<file path="src/rtl/dsp_file_arbiter.sv">
// Round-robin arbiter that gives four requesters turns on one shared file port.
// Build option DSP_FILE_ARB_TIMEOUT_EN aborts a grant that never sees file_active.
module dsp_file_arbiter #(
  parameter int TIMEOUT_CYCLES = 255
) (
  input  logic         wb_clk,
  input  logic         wb_rst,
  input  logic [31:0]  req_file_num,
  input  logic [3:0]   req_file_read,
  input  logic [3:0]   req_file_write,
  input  logic [127:0] req_file_write_data,
  output logic [3:0]   req_file_active,
  output logic [31:0]  req_file_read_data,
  output logic [3:0]   grant,
  output logic [7:0]   file_num,
  output logic         file_read,
  output logic         file_write,
  output logic [31:0]  file_write_data,
  input  logic [31:0]  file_read_data,
  input  logic         file_active,
  output logic         error
);

  // state   | meaning
  // IDLE    | no owner, next request is arbitrated
  // GRANTED | owner chosen, waiting for the first file_active
  // ACTIVE  | file port busy for the owner
  // RELEASE | one dead cycle before the next arbitration
  typedef enum logic [1:0] {IDLE, GRANTED, ACTIVE, RELEASE} state_t;

  state_t      state;
  logic [1:0]  owner;
  logic [1:0]  last_owner;
  logic [1:0]  pick;
  logic [1:0]  sel;
  logic [3:0]  req;
  logic [7:0]  sel_num;
  logic [31:0] sel_data;
  logic        sel_rd;
  logic        sel_wr;

`ifdef DSP_FILE_ARB_TIMEOUT_EN
  localparam int CW = $clog2(TIMEOUT_CYCLES + 1);
  logic [CW-1:0] cnt;
`endif

  assign req                = req_file_read | req_file_write;
  assign req_file_active    = grant & {4{file_active}};
  assign req_file_read_data = file_read_data;

  // Search upward from the previous owner so nobody can hog the port.
  always_comb begin
    logic       found;
    logic [1:0] idx;
    pick  = last_owner + 2'd1;
    found = 1'b0;
    for (int i = 1; i <= 4; i++) begin
      idx = last_owner + 2'(i);
      if (!found && req[idx]) begin
        pick  = idx;
        found = 1'b1;
      end
    end
  end

  assign sel      = (state == IDLE) ? pick : owner;
  assign sel_num  = req_file_num[{sel, 3'b000} +: 8];
  assign sel_data = req_file_write_data[{sel, 5'b00000} +: 32];
  assign sel_rd   = req_file_read[sel];
  assign sel_wr   = req_file_write[sel];

  always_ff @(posedge wb_clk or posedge wb_rst) begin
    if (wb_rst) begin
      state           <= IDLE;
      owner           <= 2'd0;
      last_owner      <= 2'd3;
      grant           <= 4'd0;
      file_num        <= 8'd0;
      file_read       <= 1'b0;
      file_write      <= 1'b0;
      file_write_data <= 32'd0;
      error           <= 1'b0;
`ifdef DSP_FILE_ARB_TIMEOUT_EN
      cnt             <= '0;
`endif
    end else begin
      // Default: port mirrors the selected requester, write wins a conflict.
      file_num        <= sel_num;
      file_read       <= sel_rd & ~sel_wr;
      file_write      <= sel_wr;
      file_write_data <= sel_data;
      if (sel_rd && sel_wr && (state != RELEASE) && (state != IDLE || req != 4'd0))
        error <= 1'b1;
      case (state)
        IDLE: begin
          if (file_active) error <= 1'b1;
          if (req != 4'd0) begin
            owner <= pick;
            grant <= 4'b0001 << pick;
            state <= GRANTED;
`ifdef DSP_FILE_ARB_TIMEOUT_EN
            cnt   <= '0;
`endif
          end else begin
            file_num        <= 8'd0;
            file_read       <= 1'b0;
            file_write      <= 1'b0;
            file_write_data <= 32'd0;
          end
        end
        GRANTED: begin
          if (file_active) begin
            state <= ACTIVE;
`ifdef DSP_FILE_ARB_TIMEOUT_EN
            cnt   <= '0;
`endif
          end else if (!sel_rd && !sel_wr) begin
            state <= RELEASE;
          end
`ifdef DSP_FILE_ARB_TIMEOUT_EN
          else if (cnt == CW'(TIMEOUT_CYCLES - 1)) begin
            error <= 1'b1;
            state <= RELEASE;
          end else begin
            cnt <= cnt + 1'b1;
          end
`endif
        end
        ACTIVE: begin
          if (!file_active && !sel_rd && !sel_wr) state <= RELEASE;
        end
        default: begin
          last_owner <= owner;
          state      <= IDLE;
        end
      endcase
      if ((state == GRANTED || state == ACTIVE) && !file_active && !sel_rd && !sel_wr
`ifdef DSP_FILE_ARB_TIMEOUT_EN
          || (state == GRANTED && !file_active && cnt == CW'(TIMEOUT_CYCLES - 1))
`endif
          || state == RELEASE) begin
        grant           <= 4'd0;
        file_num        <= 8'd0;
        file_read       <= 1'b0;
        file_write      <= 1'b0;
        file_write_data <= 32'd0;
      end
    end
  end

endmodule

</file>
<file path="config.mk">
export PLATFORM = sky130hd
export DESIGN_NAME = dsp_file_arbiter
export DESIGN_NICKNAME = d
export VERILOG_FILES = /design/src/rtl/dsp_file_arbiter.sv
export SDC_FILE = /design/constraint.sdc
export NUM_CORES = 1
export LEC_CHECK = 0
export ABC_AREA = 1
export ABC_CLOCK_PERIOD_IN_PS = 4500
export CAP_MARGIN = 20
export CELL_PAD_IN_SITES_DETAIL_PLACEMENT = 1
export CELL_PAD_IN_SITES_GLOBAL_PLACEMENT = 1
export CORE_UTILIZATION = 25
export CTS_CLUSTER_DIAMETER = 50
export DETAILED_ROUTE_END_ITERATION = 16
export PLACE_DENSITY_LB_ADDON = 0.1
export SYNTH_ARGS = -nofsm -noshare
export SYNTH_HDL_FRONTEND = slang
export SYNTH_SLANG_ARGS = --single-unit
</file>
<file path="constraint.sdc">
create_clock -name wb_clk -period 4.5 [get_ports wb_clk]
set_clock_uncertainty 0.15 [all_clocks]
set_input_delay 1.35 -clock wb_clk [delete_from_list [all_inputs] [get_ports wb_clk]]
set_output_delay 1.35 -clock wb_clk [all_outputs]
set_load 0.005 [all_outputs]
</file>
==> results of run 1 <==
registers in the layout, indices dropped and copies added, names as in the netlist, 2 cells and up:
signal           flops
file_num             8
file_write_data     32
grant                4
last_owner           2
owner                2
state                2
metrics by stage:
stage | power, mW | area (um2) | utilization [%] | setup slack [ps] | hold WS (ps)
final | 4.913 | 6459 | 40.08 | 394.8 | 409.7
after global routing | 5.415 | 6459 | 40.08 | 325.7 | 442.8
after CTS | 5.023 | 6459 | 40.08 | 373.0 | 415.0
after detailed placement | 4.595 | 6305 | 39.12 | 302.7 | 396.1
after global placement | 4.504 | 6305 | 39.12 | 407.1 | 381.4
after floorplan | 3.340 | 4190 | - | 1268 | 317.3
routing by layer:
layer	share of wire, %	global-route usage (%)	wire length (um)
met1	39	22.49	6766
met2	53	37.80	9199
met3	5.3	4.012	923
met4	2.2	5.426	374
met5	0	0	0
critical path, stage by stage:
cell             delay [ps]
clkdlybuf4s50_1         610
nand2_1                  90
inv_1                    60
clkdlybuf4s50_1         500
worst min-delay path by stage:
stage                        to  cells past startpoint  slack, ps
after floorplan           error                      2        320
after global placement    error                      2        380
after detailed placement  error                      2        400
after CTS                 error                      2        410
after global routing      error                      2        440
final                     error                      2        410
cell type report:
| cell class | instances | area (um2) | area share (%) |
|---|---|---|---|
| timing repair buffer | 232 | 2320 | 35.92 |
| multi-input combinational | 457 | 2298 | 35.59 |
| sequential | 53 | 1329 | 20.57 |
| tap | 216 | 270.3 | 4.184 |
| clock buffer | 5 | 125.1 | 1.937 |
| inverter | 22 | 87.58 | 1.356 |
| clock inverter | 3 | 28.78 | 0.4456 |
cells in the final DEF, fill, tap and decap left out, drive strengths merged:
master / Yosys / layout
nand3: 223 / 223
nand2: 159 / 159
nor2: 53 / 53
nor3: 1 / 1
dfstp: 2 / 2
dfrtp: 51 / 51
a21oi: 4 / 4
inv: 22 / 25
ha: 5 / 5
clkbuf: 21 / 5
clkdlybuf4s50: 0 / 221
o21ai: 5 / 5
a31oi: 1 / 1
buf: 56 / 11
nand3b: 1 / 1
a22oi: 1 / 1
nand4: 4 / 4
where the power goes:
part           internal, mW  total [mW]  leakage, nW  switching [mW]
Sequential            0.746       0.864        0.637           0.119
Clock                 0.215       0.412       0.0767           0.197
Combinational          1.45        3.64         2.14            2.18
kinds of logic after synthesis:
family	count (synthesis)
flops	53
simple gates	441
buf+inv	99
fa+ha+maj	5
compound gates	11
==> metrics.txt, run 1 <==
Post-synth EDFFs 0; row count 46; period utilization around 90%; fmax 243.6 MHz; Lkg Pwr between 2 and 3 nW; Pre-Repair DR Iteration Count 4; Synth Flop Type dfrtp_1; NumNets Final 979; post-CTS sizing 0; vias per inst roughly 4.8; most frequent cells after synthesis nand3_1 (220), nand2_1 (142), dfrtp_1 (51); I/O pins approximately 290; # DRC 0; P per Cell Area about 760 nW/um2; worst-skew pair later-pin latency around 290 ps; Synth Area in XOR/XNOR 0%; clock root cell clkbuf_16; Synth Area in Compound Gates between 1 and 1.5%; CP required 3000 ps; Num CTS Buffers 5; antenna violations before repair 0; Arr. time, crit path roughly 2600 ps; total track usage ~20%; Worst R2R Start state[1]; die area 17280 um2; Final Hold Viols 0; vias ~4800; worst hold-check path type flop to flop; Finish-stage setup viols 0; top cell type by total area after synthesis dfrtp_1; # port buffers about 220; vias in the first global route ~5100; drt wl/cell about 17 um; n_diodes 0; detailed-route wire length 17260 um; Die W between 100 and 150 um; slew margin rel. around two fifths; synth unique cells 28; RSZ-0062 raised after global routing no; maxcap violations 0; placed cell count slightly below 1000; Starting Density between 20% and 30%; syn_nets 817; register area share after synthesis 31.71%; Die Ht between 100 and 150 um; setup bufs post-CTS 0; element type at the critical path end output pin; Layout area overhead 54.14%; CTS tree done; Ys Warns 0; Critical path origin file_active; 1st-iter DRT viols approximately 180; CP max FO 8; Post-Synth Adder-Cell Area roughly 1.5%; Non-Filler Instances slightly below 1000; worst r2r path cells 12; GP Congestion 0.8313; Pins Over Slew Limit 0; status finished clean; crit path time final roughly 4000 ps; register clock-pin slew on the reported worst setup and hold paths approximately 70 ps; Clock Path Buffers 2; CTS Sinks 53; synthesized flop and latch total 53; post-route ant nets 0; Syn Area/Cell roughly 6.9 um2; post-DP HPWL between 10000 and 15000 um; mux cell area share after synthesis 0%; Critical Path Sink req_file_active[3]; total gr overflow 0; synth top area cells dfrtp_1 (30%), nand3_1 (26%), nand2_1 (13%); Async S/R FF share, synth between 90% and 100%; cts hold-fix bufs 0; hold path startpoint error; CP Class primary input to output pin; H-tree levels 2; Worst Setup Start Kind primary input; Max VDD drop about 0.37 mV; worst slew pin tran 902.0 ps; FF-to-FF End file_write_data[18]; Simple-Gate Fraction of Synth Area 51.54%; first-pass GRT wire length 27360 um; Core Region around 16000 um2; share of the synthesized area in the top cell type between 30% and 40%; Mapped Area 4190 um2; setup slack, reg-to-reg around 1500 ps; largest family of logic cells by synthesized area simple AND/OR/NAND/NOR gates; share of cells above drive strength 1 between 10% and 20%; most common cell in the synthesized netlist nand3_1; # fillers between 1500 and 2000; TNS Setup 0 ps; largest net degree at the start of global routing between 40 and 50; cell count after synthesis between 600 and 700
No activity file was read; power rests on OpenSTA's default activity.
==> run 2, diff against run 1 <==
- RECOVER_POWER: default -> 50
==> metrics.txt, run 2 (synthesis gave the netlist of run 1 again) <==
status finished clean; Clock Path Buffers 2 (unchanged); Pre-Repair DR Iteration Count 4 (unchanged); period utilization 91.23% (unchanged); CP max FO 8 (unchanged); # DRC 0 (unchanged); row count 46 (unchanged); Worst R2R Start state[1]; crit path time final 4105 ps (unchanged); die area 17280 um2 (unchanged); TNS Setup 0 ps (unchanged); hold path startpoint error; most frequent cells in the layout nand3_1 (220), clkdlybuf4s50_1 (181), nand2_1 (140), dfrtp_1 (51); Most flops, register file_write_data; # port buffers 221 (unchanged); post-CTS sizing 0 (unchanged); Core Region 16120 um2 (unchanged); Tot Pwr 4.831 mW (-1.7%); Finish-stage setup viols 0 (unchanged); Final Hold Viols 0 (unchanged); element type at the critical path end output pin; 1st-iter DRT viols 178 (+0.56%); Die Ht 131.5 um (unchanged); grt met1 use 22.49% (unchanged); CTS Sinks 53 (unchanged); cts hold-fix bufs 0 (unchanged); Max VDD drop 0.3668 mV (-0.63%); global-route met2 utilization 37.80% (unchanged); CTS tree done; Num CTS Buffers 5 (unchanged); biggest regs file_write_data: 32 flops, file_num: 8 flops, grant: 4 flops; fmax 243.6 MHz (unchanged); post-route ant nets 0 (unchanged); vias 4755 (+0.063%); detailed-route wire length 17230 um (-0.17%); share of cells above drive strength 1 11.14% (-0.39 points); final instance area 6456 um2 (about the same); placed cell area 6305 um2 (unchanged); GP Congestion 0.8313 (unchanged); worst slew pin tran 1066 ps (+163.8 ps); RSZ-0062 raised after global routing no; setup bufs post-CTS 0 (unchanged); Lkg Pwr 2.882 nW (+1.0%); total gr overflow 0 (unchanged); first-pass GRT wire length 27360 um (unchanged); Starting Density 26.00% (unchanged); register clock-pin slew on the reported worst setup and hold paths 70 ps (about the same); P per Cell Area 748.2 nW/um2 (-1.6%); drt wl/cell 17.44 um (-0.17%); FF-to-FF End file_write_data[18]; setup slack, reg-to-reg 1520 ps (about the same); Pins Over Slew Limit 0 (unchanged); hold endpoint error; hold depth 2 (unchanged); met3 GRT Util 4.012% (unchanged); Worst Setup Start Kind primary input; maxcap violations 0 (unchanged); n_diodes 0 (unchanged); Non-Filler Instances 988 (unchanged); CP Class primary input to output pin; post-DP HPWL 13440 um (unchanged); largest net degree at the start of global routing 47 (unchanged); worst hold-check path type flop to flop; vias per inst 4.813 (about the same); clock root cell clkbuf_16; worst r2r path cells 12 (unchanged); Largest register FFs 32 (unchanged); Layout area overhead 54.08% (about the same); final core area utilization 40.06% (about the same); total track usage 20.01% (unchanged); H-tree levels 2 (unchanged); slew margin rel. 28.86% (-11 points); I/O pins 286 (unchanged); CP required 3000 ps (about the same); vias in the first global route 5094 (unchanged); Die W 131.5 um (unchanged); Arr. time, crit path 2610 ps (about the same); antenna violations before repair 0 (unchanged); NumNets Final 979 (unchanged); placed cell count 980 (unchanged); Most Crowded Layer GR met2; commonest non-fill, non-tap cell in the layout nand3_1; worst-skew pair later-pin latency 290 ps (about the same)
==> run 2: cell count changes in the layout (fill, tap and decap cells not counted), sizes merged <==
cell	before	now
buf	11	10
clkbuf	5	6
clkdlybuf4s50	221	181
dlygate4sd3	0	40
==> run 2: final cells by class <==
cell class | instances | area [um2]
flip-flops and latches | 53 | 1329
multi-input cells | 457 | 2298
clock inverters | 3 | 28.78
fillers | 1963 | 9659
repair buffers | 232 | 2317
inverters | 22 | 87.58
clock buffers | 5 | 125.1
well taps | 216 | 270.3
==> run 2: worst max-delay path by stage <==
stage                     startpoint                   to  slack [ps]
finish                   file_active   req_file_active[3]         390
global route             file_active   req_file_active[2]         330
CTS                      file_active   req_file_active[3]         370
detailed placement  req_file_read[3]  file_write_data[21]         300
global placement         file_active   req_file_active[1]         410
floorplan           req_file_read[2]          file_num[0]        1270
==> run 2: metal layers <==
metal | vias to the layer above | routed length [um]
met2 | 134 | 9218
met1 | 2277 | 6717
li1 | 2306 | -
met5 | - | 0
met4 | 0 | 375
met3 | 38 | 921
==> run 2: power by group <==
| group | switching (mW) | leakage (nW) | total, mW | internal (mW) |
|---|---|---|---|---|
| registers | 0.110 | 0.637 | 0.852 | 0.742 |
| clock network | 0.196 | 0.0767 | 0.411 | 0.215 |
| logic | 2.18 | 2.17 | 3.57 | 1.39 |
==> run 2: through the flow <==
stage / hold WS [ps] / setup slack (ps)
CTS: 415.0 / 373.0
detailed placement: 396.1 / 302.7
global route: 442.8 / 325.7
finish: 409.7 / 394.8
global placement: 381.4 / 407.1
floorplan: 317.3 / 1268
==> run 2: critical path, stage by stage <==
cell and delay [ps]:
clkdlybuf4s50_1 610, nand2_1 90, inv_1 60, clkdlybuf4s50_1 500
==> run 3, diff against run 2 <==
- CORE_MARGIN: default -> 3
==> metrics.txt, run 3 (synthesis gave the netlist of run 1 again) <==
status finished clean; register clock-pin slew on the reported worst setup and hold paths 70 ps (about the same); worst r2r path cells 15 (+3); 1st-iter DRT viols 166 (-6.7%); Starting Density 26.00% (unchanged); Arr. time, crit path 2540 ps (-70 ps); hold endpoint error; die area 18350 um2 (+6.2%); FF-to-FF End file_write_data[8]; RSZ-0062 raised after global routing no; Lkg Pwr 2.886 nW (+0.13%); final instance area 6471 um2 (+0.23%); Worst Setup Start Kind primary input; Non-Filler Instances 991 (+0.30%); post-DP HPWL 14180 um (+5.5%); Finish-stage setup viols 0 (unchanged); Most flops, register file_write_data; Clock Path Buffers 2 (unchanged); post-route ant nets 0 (unchanged); # port buffers 221 (unchanged); period utilization 89.83% (-1.4 points); I/O pins 286 (unchanged); GP Congestion 0.8400 (+1.0%); CP Class primary input to output pin; CP required 3000 ps (about the same); worst-skew pair later-pin latency 300 ps (about the same); maxcap violations 0 (unchanged); row count 46 (unchanged); # DRC 0 (unchanged); hold depth 2 (unchanged); P per Cell Area 752.6 nW/um2 (+0.58%); share of cells above drive strength 1 11.50% (+0.36 points); vias 4831 (+1.6%); worst hold-check path type flop to flop; cts hold-fix bufs 0 (unchanged); vias per inst 4.875 (+1.3%); most frequent cells in the layout nand3_1 (220), clkdlybuf4s50_1 (181), nand2_1 (140), dfrtp_1 (51); total gr overflow 0 (unchanged); commonest non-fill, non-tap cell in the layout nand3_1; post-CTS sizing 0 (unchanged); slew margin rel. 5.068% (-24 points); drt wl/cell 18.69 um (+7.2%); Tot Pwr 4.870 mW (+0.81%); element type at the critical path end output pin; cell mode on critical path clkdlybuf4s50_1; placed cell area 6320 um2 (+0.24%); Die W 135.5 um (+3.0%); crit path max-delay cell type clkdlybuf4s50_1; fmax 247.4 MHz (+1.6%); Die Ht 135.5 um (+3.0%); Final Hold Viols 0 (unchanged); CP max FO 5 (-3); vias in the first global route 5205 (+2.2%); NumNets Final 981 (+0.20%); largest net degree at the start of global routing 54 (+15%); CTS tree done; hold path startpoint error; first-pass GRT wire length 28430 um (+3.9%); antenna violations before repair 1 (+1); crit path time final 4042 ps (-62.74 ps); CP max stage delay 560 ps (-50 ps); Cell Chain, Critical Path clkdlybuf4s50_1 > nand2_1 > inv_1 > clkdlybuf4s50_1; worst slew pin tran 1424 ps (+358.1 ps); setup bufs post-CTS 0 (unchanged); Num CTS Buffers 5 (unchanged); Core Region 16120 um2 (unchanged); final core area utilization 40.16% (+0.093 points); CTS Sinks 53 (unchanged); detailed-route wire length 18520 um (+7.5%); total track usage 19.57% (-0.44 points); setup slack, reg-to-reg 1500 ps (-20 ps); TNS Setup 0 ps (unchanged); Max VDD drop 0.4638 mV (+26%); placed cell count 982 (+0.20%); clock root cell clkbuf_16; Worst R2R Start last_owner[1]; H-tree levels 2 (unchanged); Pins Over Slew Limit 0 (unchanged); Largest register FFs 32 (unchanged); Pre-Repair DR Iteration Count 4 (unchanged); Layout area overhead 54.43%; biggest regs file_write_data: 32 flops, file_num: 8 flops, grant: 4 flops
## run 3: cell types whose count changed in the layout (fill, tap and decap cells not counted), sizes merged
cell / delta
inv: -3
diode: +1
clkinv: +3
buf: +2
## run 3: how the worst max path moves through the flow
stage                                 start             endpoint  depth (start not counted)
after detailed placement   req_file_read[3]   file_write_data[8]                         17
final                           file_active   req_file_active[3]                          4
after floorplan            req_file_read[2]          file_num[0]                         17
after CTS                       file_active   req_file_active[3]                          4
after global routing       req_file_read[3]  file_write_data[26]                         17
after global placement    req_file_write[1]   file_write_data[8]                         17
## run 3: metrics by stage
step	setup slack (ps)	hold WS (ps)
6_report	457.6	335.8
5_1_grt	327.4	385.3
4_1_cts	433.9	341.8
3_5_place_dp	241.3	324.1
3_3_place_gp	370.9	325.4
2_1_floorplan	1268	317.3
## run 3: critical path, delay by kind of cell
family	cells	cell delay, ps
buffers and inverters	3	1120
and+or+nand+nor	1	70
## run 3: routing by layer
| metal | vias up | part of all wire [%] | global-route usage (%) | routed length, um |
|---|---|---|---|---|
| li1 | 2313 | - | - | - |
| met1 | 2326 | 40 | 23.09 | 7371 |
| met2 | 144 | 52 | 35.29 | 9614 |
| met3 | 48 | 5.0 | 3.603 | 925 |
| met4 | 0 | 3.3 | 7.167 | 612 |
| met5 | - | 0 | 0 | 0 |
## run 3: final cells by class
class / count / area (um2)
clock buffer: 5 / 125.1
timing repair buffer: 234 / 2332
multi-input combinational: 457 / 2298
antenna: 1 / 2.502
tap: 216 / 270.3
sequential: 53 / 1329
inverter: 22 / 87.58
clock inverter: 3 / 26.28
fill: 1973 / 9644
## run 3: power by group
part | switching, mW | internal, mW
Sequential | 0.110 | 0.744
Clock | 0.198 | 0.211
Combinational | 2.20 | 1.40
Total | 2.51 | 2.36
